$ cat config.mk
export PLATFORM = sky130hd
export DESIGN_NAME = serial_subtractor_32bit
export DESIGN_NICKNAME = d
export VERILOG_FILES = /design/src/rtl/serial_subtractor_32bit.sv
export SDC_FILE = /design/constraint.sdc
export NUM_CORES = 1
export LEC_CHECK = 0
export ABC_AREA = 1
export CAP_MARGIN = 5
export CORE_MARGIN = 2
export CORE_UTILIZATION = 46
export DETAILED_ROUTE_END_ITERATION = 6
export DONT_BUFFER_PORTS = 1
export SLEW_MARGIN = 15
export SYNTH_ARGS = -nofsm -noshare
export SYNTH_HDL_FRONTEND = slang
export SYNTH_SLANG_ARGS = --single-unit
$ cat constraint.sdc
create_clock -name clk -period 1.7 [get_ports clk]
set_input_delay 0.17 -clock clk [delete_from_list [all_inputs] [get_ports clk]]
set_output_delay 0.17 -clock clk [all_outputs]
set_load 0.01 [all_outputs]
$ cat src/rtl/serial_subtractor_32bit.sv
// Bit-serial two's-complement subtractor: result = a - b, one bit per cycle, LSB first.
// A single full adder computes a + ~b + 1; the flags are captured on the final bit.
module serial_subtractor_32bit #(
  parameter int unsigned WIDTH = 32
) (
  input  logic             clk,
  input  logic             rst_n,
  input  logic             start,
  input  logic [WIDTH-1:0] a,
  input  logic [WIDTH-1:0] b,
  output logic             busy,
  output logic             done,
  output logic [WIDTH-1:0] result,
  output logic             carry_out,
  output logic             overflow
);

  localparam int unsigned CntW = $clog2(WIDTH) + 1;

  typedef enum logic [1:0] {StIdle, StRun, StDone} state_e;

  state_e           state_q, state_d;
  logic [WIDTH-1:0] a_q, a_d;
  logic [WIDTH-1:0] nb_q, nb_d;
  logic [WIDTH-1:0] acc_q, acc_d;
  logic [WIDTH-1:0] result_q, result_d;
  logic [CntW-1:0]  count_q, count_d;
  logic             carry_q, carry_d;
  logic             carry_out_q, carry_out_d;
  logic             overflow_q, overflow_d;
  logic             sum, c_next, last_bit;

  assign sum      = a_q[0] ^ nb_q[0] ^ carry_q;
  assign c_next   = (a_q[0] & nb_q[0]) | (a_q[0] & carry_q) | (nb_q[0] & carry_q);
  assign last_bit = (count_q == CntW'(WIDTH - 1));

  always_comb begin
    state_d     = state_q;
    a_d         = a_q;
    nb_d        = nb_q;
    acc_d       = acc_q;
    result_d    = result_q;
    count_d     = count_q;
    carry_d     = carry_q;
    carry_out_d = carry_out_q;
    overflow_d  = overflow_q;

    unique case (state_q)
      StIdle, StDone: begin
        if (start) begin
          // Subtraction as a + ~b with the initial carry standing in for the +1.
          a_d     = a;
          nb_d    = ~b;
          carry_d = 1'b1;
          count_d = '0;
          state_d = StRun;
        end else begin
          state_d = StIdle;
        end
      end
      StRun: begin
        a_d     = a_q >> 1;
        nb_d    = nb_q >> 1;
        carry_d = c_next;
        count_d = count_q + 1'b1;
        acc_d   = {sum, acc_q[WIDTH-1:1]};
        if (last_bit) begin
          // Visible outputs change only here so the consumer never sees a partial value.
          result_d    = {sum, acc_q[WIDTH-1:1]};
          carry_out_d = c_next;
          overflow_d  = carry_q ^ c_next;
          state_d     = StDone;
        end
      end
      default: state_d = StIdle;
    endcase
  end

  always_ff @(posedge clk or negedge rst_n) begin
    if (!rst_n) begin
      state_q     <= StIdle;
      a_q         <= '0;
      nb_q        <= '0;
      acc_q       <= '0;
      result_q    <= '0;
      count_q     <= '0;
      carry_q     <= 1'b0;
      carry_out_q <= 1'b0;
      overflow_q  <= 1'b0;
    end else begin
      state_q     <= state_d;
      a_q         <= a_d;
      nb_q        <= nb_d;
      acc_q       <= acc_d;
      result_q    <= result_d;
      count_q     <= count_d;
      carry_q     <= carry_d;
      carry_out_q <= carry_out_d;
      overflow_q  <= overflow_d;
    end
  end

  assign busy      = (state_q == StRun);
  assign done      = (state_q == StDone);
  assign result    = result_q;
  assign carry_out = carry_out_q;
  assign overflow  = overflow_q;

endmodule

**Word level (Yosys, flattened, before mapping)**

Index checks and enable logic that the tools add are counted.

- Register bits: 139
- Input port bits: 67
- Output and inout bits: 36
- Logic and storage cells: 40

- $add $sub $neg: 1
- Eq/ne operators: 5
- Muxes and demuxes: 11
- Bitwise logic cells: 9
- Reductions and logical operators: 5

Operators with widths:

| kind | number |
|---|---|
| 32-bit one-hot mux with 2 select lines | 2 |
| 32-bit 2-to-1 mux | 2 |
| 32-bit NOT | 1 |
| 6-bit one-hot mux with 2 select lines | 1 |
| 6-bit by 1-bit adder with 6-bit output (second input constant) | 1 |
| 6-bit by 5-bit == test with 1-bit output (second input constant) | 1 |
| 6-bit 2-to-1 mux | 1 |
| 2-bit one-hot mux with 2 select lines | 1 |
| 2-bit AND reduction | 2 |
| 1-bit bitwise AND | 3 |
| 1-bit XOR | 3 |
| 2-bit by 1-bit == test with 1-bit output (second input constant) | 1 |
| 2-bit == test (second input constant) | 1 |
| 2-bit zero test | 1 |
| 1-bit 2-to-1 mux | 2 |
| 2-bit 2-to-1 mux | 1 |
| 2-bit by 1-bit != test with 1-bit output (second input constant) | 1 |
| 2-bit != test (second input constant) | 1 |
| 1-bit bitwise OR | 2 |
| 1-bit one-hot mux with 2 select lines | 1 |
| 2-bit nonzero test | 1 |
| 2-bit OR reduction | 1 |

**Logic depth before layout (Yosys ltp)**

- Depth after elaboration: 4
- Depth in mapped cells: 8

**Worst setup path before layout**

Ideal clock, no wire load.

- Kind: register -> register
- Start: reg count_q[1]
- End: reg result_q[10], in the netlist result[10]
- Arrival time: 1204 ps
- Data required time: 1583 ps
- Slack: 379 ps
- Stages on the path, launching flop included: 8
- Path buffers: 1
- Period minus slack after synthesis: 1321 ps
- Path through: dfrtp_1 ha_1 nand3_1 nor2_4 nand2_2 buf_2 nand2_1 nand2_1

- Word-level cells in the longest chain between the ends: 2

RTL lines:

| element | RTL line | text |
|---|---|---|
| from (decl) | 27 | `logic [CntW-1:0] count_q, count_d;` |
| from (signal assigned) | 96 | `count_q <= count_d;` |
| 6-bit by 5-bit == test with 1-bit output | 35 | `assign last_bit = (count_q == CntW'(WIDTH - 1));` |
| 2-bit AND reduction (no line) | - |  |
| to (signal assigned) | 95 | `result_q <= result_d;` |
| to (decl) | 26 | `logic [WIDTH-1:0] result_q, result_d;` |

No other way between the ends.
A chain may end at the register's enable or synchronous reset.

**Worst setup path after layout**

- Start: reg state_q[0]
- End: out busy

- Word-level cells in the longest chain between the ends: 1

RTL lines:

| element | RTL line | text |
|---|---|---|
| from (decl) | 22 | `state_e state_q, state_d;` |
| from (signal assigned) | 81 | `state_q <= StIdle;` |
| from (signal assigned) | 91 | `state_q <= state_d;` |
| 2-bit by 1-bit == test with 1-bit output | 103 | `assign busy = (state_q == StRun);` |
| to (decl) | 11 | `output logic busy,` |

No other way between the ends.

==> metrics.yaml <==
n_antenna_cell: 0
hold_viol: 138
io_buffers: 0
clk_pin_slew_ns: 0.05
dr.pass1.iters: 5
h-tree-depth: 4
nFillCells: 1049
nNetsFinal: 781
multi_input_area_mm2: 0.00202
arrival_ns: 1.40
via_count: 4394
met1_usage: 0.229
wl_per_cell_um: 13.0
coreArea_mm2: 0.0121
tns_ns: 0
synth-async-reset-ratio: 1.00
ctsResizeCount: 0
status: "finished, violations left"
finalMaxSlewViolations: 0
r2r_start: "count_q[1]"
netlist_area_mm2: 0.00576
pre_cts_ws_ns: 0.247
design_area_mm2: 0.00719
hpwlAfterDp_um: 6730
die-height_um: 116
drt-total-wl_um: 11600
endpoint_kind: "primary output"
cellPowerDensity_mw_per_mm2: 1830
antenna_found_initial: 0
start_util: 0.476
grt.met3_usage: 0.0560
synth_nets: 725
grt_pass1_vias: 4419
clock_sinks: 138
worst_slack_ns: 0.125
setup_viol: 0
synth_flop_cell: "dfrtp_1"
grt_pass1_wl_um: 20000
synthCells: 656
grt_use_total: 0.191
ctsLongestPathBuffers: 2
critical_path_class: "flop to primary output"
synth-edff-count: 0
grt_use_met2: 0.323
overflow: 0
die_area_mm2: 0.0134
critical_path_required_ns: 1.53
pin_count: 103
cts_tree: "done"
cp-startpoint: "state_q[0]"
period_share: 0.926
clk_latency_ns: 0.42
ys.warnings.count: 0
hold_buffers: 64
tightest_slew_ns: 0.346
yosys-top-cells-count: "278 x nand2_1, 138 x dfrtp_1, 99 x nand3_1, 34 x o21ai_0, 31 x or2_2"
violations: "hold timing"
vias_per_cell: 4.92
p_leak_nw: 3.55
drt_iter0_drc: 325
antenna_left: 0
drive_gt1_frac: 0.109
relSlewSlack: 0.769
synth_cell_type_count: 21
globalplace.congestion: 0.719
synth_top_area_frac: 0.599
grt-busiest-layer: "met2"
syn_to_final_growth_pct: 24.8
drc: 0
holdWs_ns: -0.552
cap_violations: 0
hold_path.class: "input pin to asynchronous set/reset pin"
cts_setup_buffers: 0
yosys.area.top_type: "dfrtp_1"
r2r_setup_slack_ns: 0.24
dpl_cell_area_mm2: 0.00590
skew_ns: 0.00872
synth_area_per_cell_um2: 8.79
root_buffer: "clkbuf_16"
synth-seq-cells: 138
cp_max_fo: 27
cts_buffers: 17
irDropWorstVdd_v: 0.000817
grt_max_degree: 139
seq_area_mm2: 0.00345
yosys.cell_count.top_type: "nand2_1"
fmax_ghz: 0.635
layout_min_cycle_time_ns: 1.57
die_width_um: 116
rsz0062_at_grt: "false"
start_kind: "flop"
ys_seq_area_frac: 0.599
rows: 40
netlist_top_cells_area: "dfrtp_1 60%, nand2_1 18%, nand3_1 8.6%"
[worst max-delay path, stage by stage (launching register included)]
cell,delay [ns]
dfrtp_1,0.39
inv_2,0.07
nor2_4,0.19
buf_4,0.33
[stage by stage]
step | power [mW] | instances | util
6_report | 13.2 | 893 | 0.594
5_1_grt | 14.2 | 893 | 0.594
4_1_cts | 13.3 | 893 | 0.594
3_5_place_dp | 9.11 | 797 | 0.487
3_3_place_gp | 8.92 | 797 | 0.487
2_1_floorplan | 8.30 | 656 | -
[sequential cells by signal, summed over array words and instances, names as in the netlist]
signal,cells
a_q,32
nb_q,32
result,32
acc_q,31
count_q,6
state_q,2
carry_out,1
carry_q,1
overflow,1
[cell usage in the layout, fill, tap and decap left out, types with 5 or more instances in the layout]
| cell type | count |
|---|---|
| buf_4 | 5 |
| bufinv_16 | 5 |
| inv_1 | 22 |
| o21ai_0 | 34 |
| dfrtp_1 | 138 |
| nand3_1 | 99 |
| clkbuf_16 | 17 |
| nand2_1 | 278 |
| dlygate4sd3_1 | 64 |
| or2_2 | 31 |
[where the power goes]
part           total [mW]  switching (mW)  internal [mW]
registers            5.67           0.972           4.70
clock network        4.02            1.35           2.67
logic                3.47            2.11           1.36
total                13.2            4.43           8.73
[cell type report]
cell class,instances,area share
tap,168,0.0292
clock inverter,12,0.0271
inverter,25,0.0130
clock buffer,20,0.0635
timing repair buffer,73,0.105
multi-input combinational,457,0.281
sequential,138,0.480
[final timing paths]
check / to / cells after the start
hold / removal: result[23] / 0
min in group clk: count_q[0] / 3
max in group asynchronous: acc_q[1] / 0
setup / recovery: busy / 3
hold reg to reg: a_q[15] / 2
setup reg to reg: result[12] / 6
[cell families (layout without fill, tap and decap cells)]
logic type	after synthesis	after routing	share of synthesized area
AND/OR/NAND/NOR	417	417	0.311
AO/OA/AOI/OAI	37	37	0.0332
buffers and inverters	61	130	0.0497
XOR/XNOR	1	1	0.00152
flip-flops	138	138	0.599
adder cells (fa/ha/maj)	2	2	0.00564
[layer usage]
| layer | up-vias | wire length (µm) |
|---|---|---|
| met1 | 2089 | 5270 |
| met3 | 12 | 592 |
| met4 | 0 | 161 |
| met5 | - | 0 |
| li1 | 2189 | - |
| met2 | 104 | 5560 |
(Power assumes the default switching activity.)
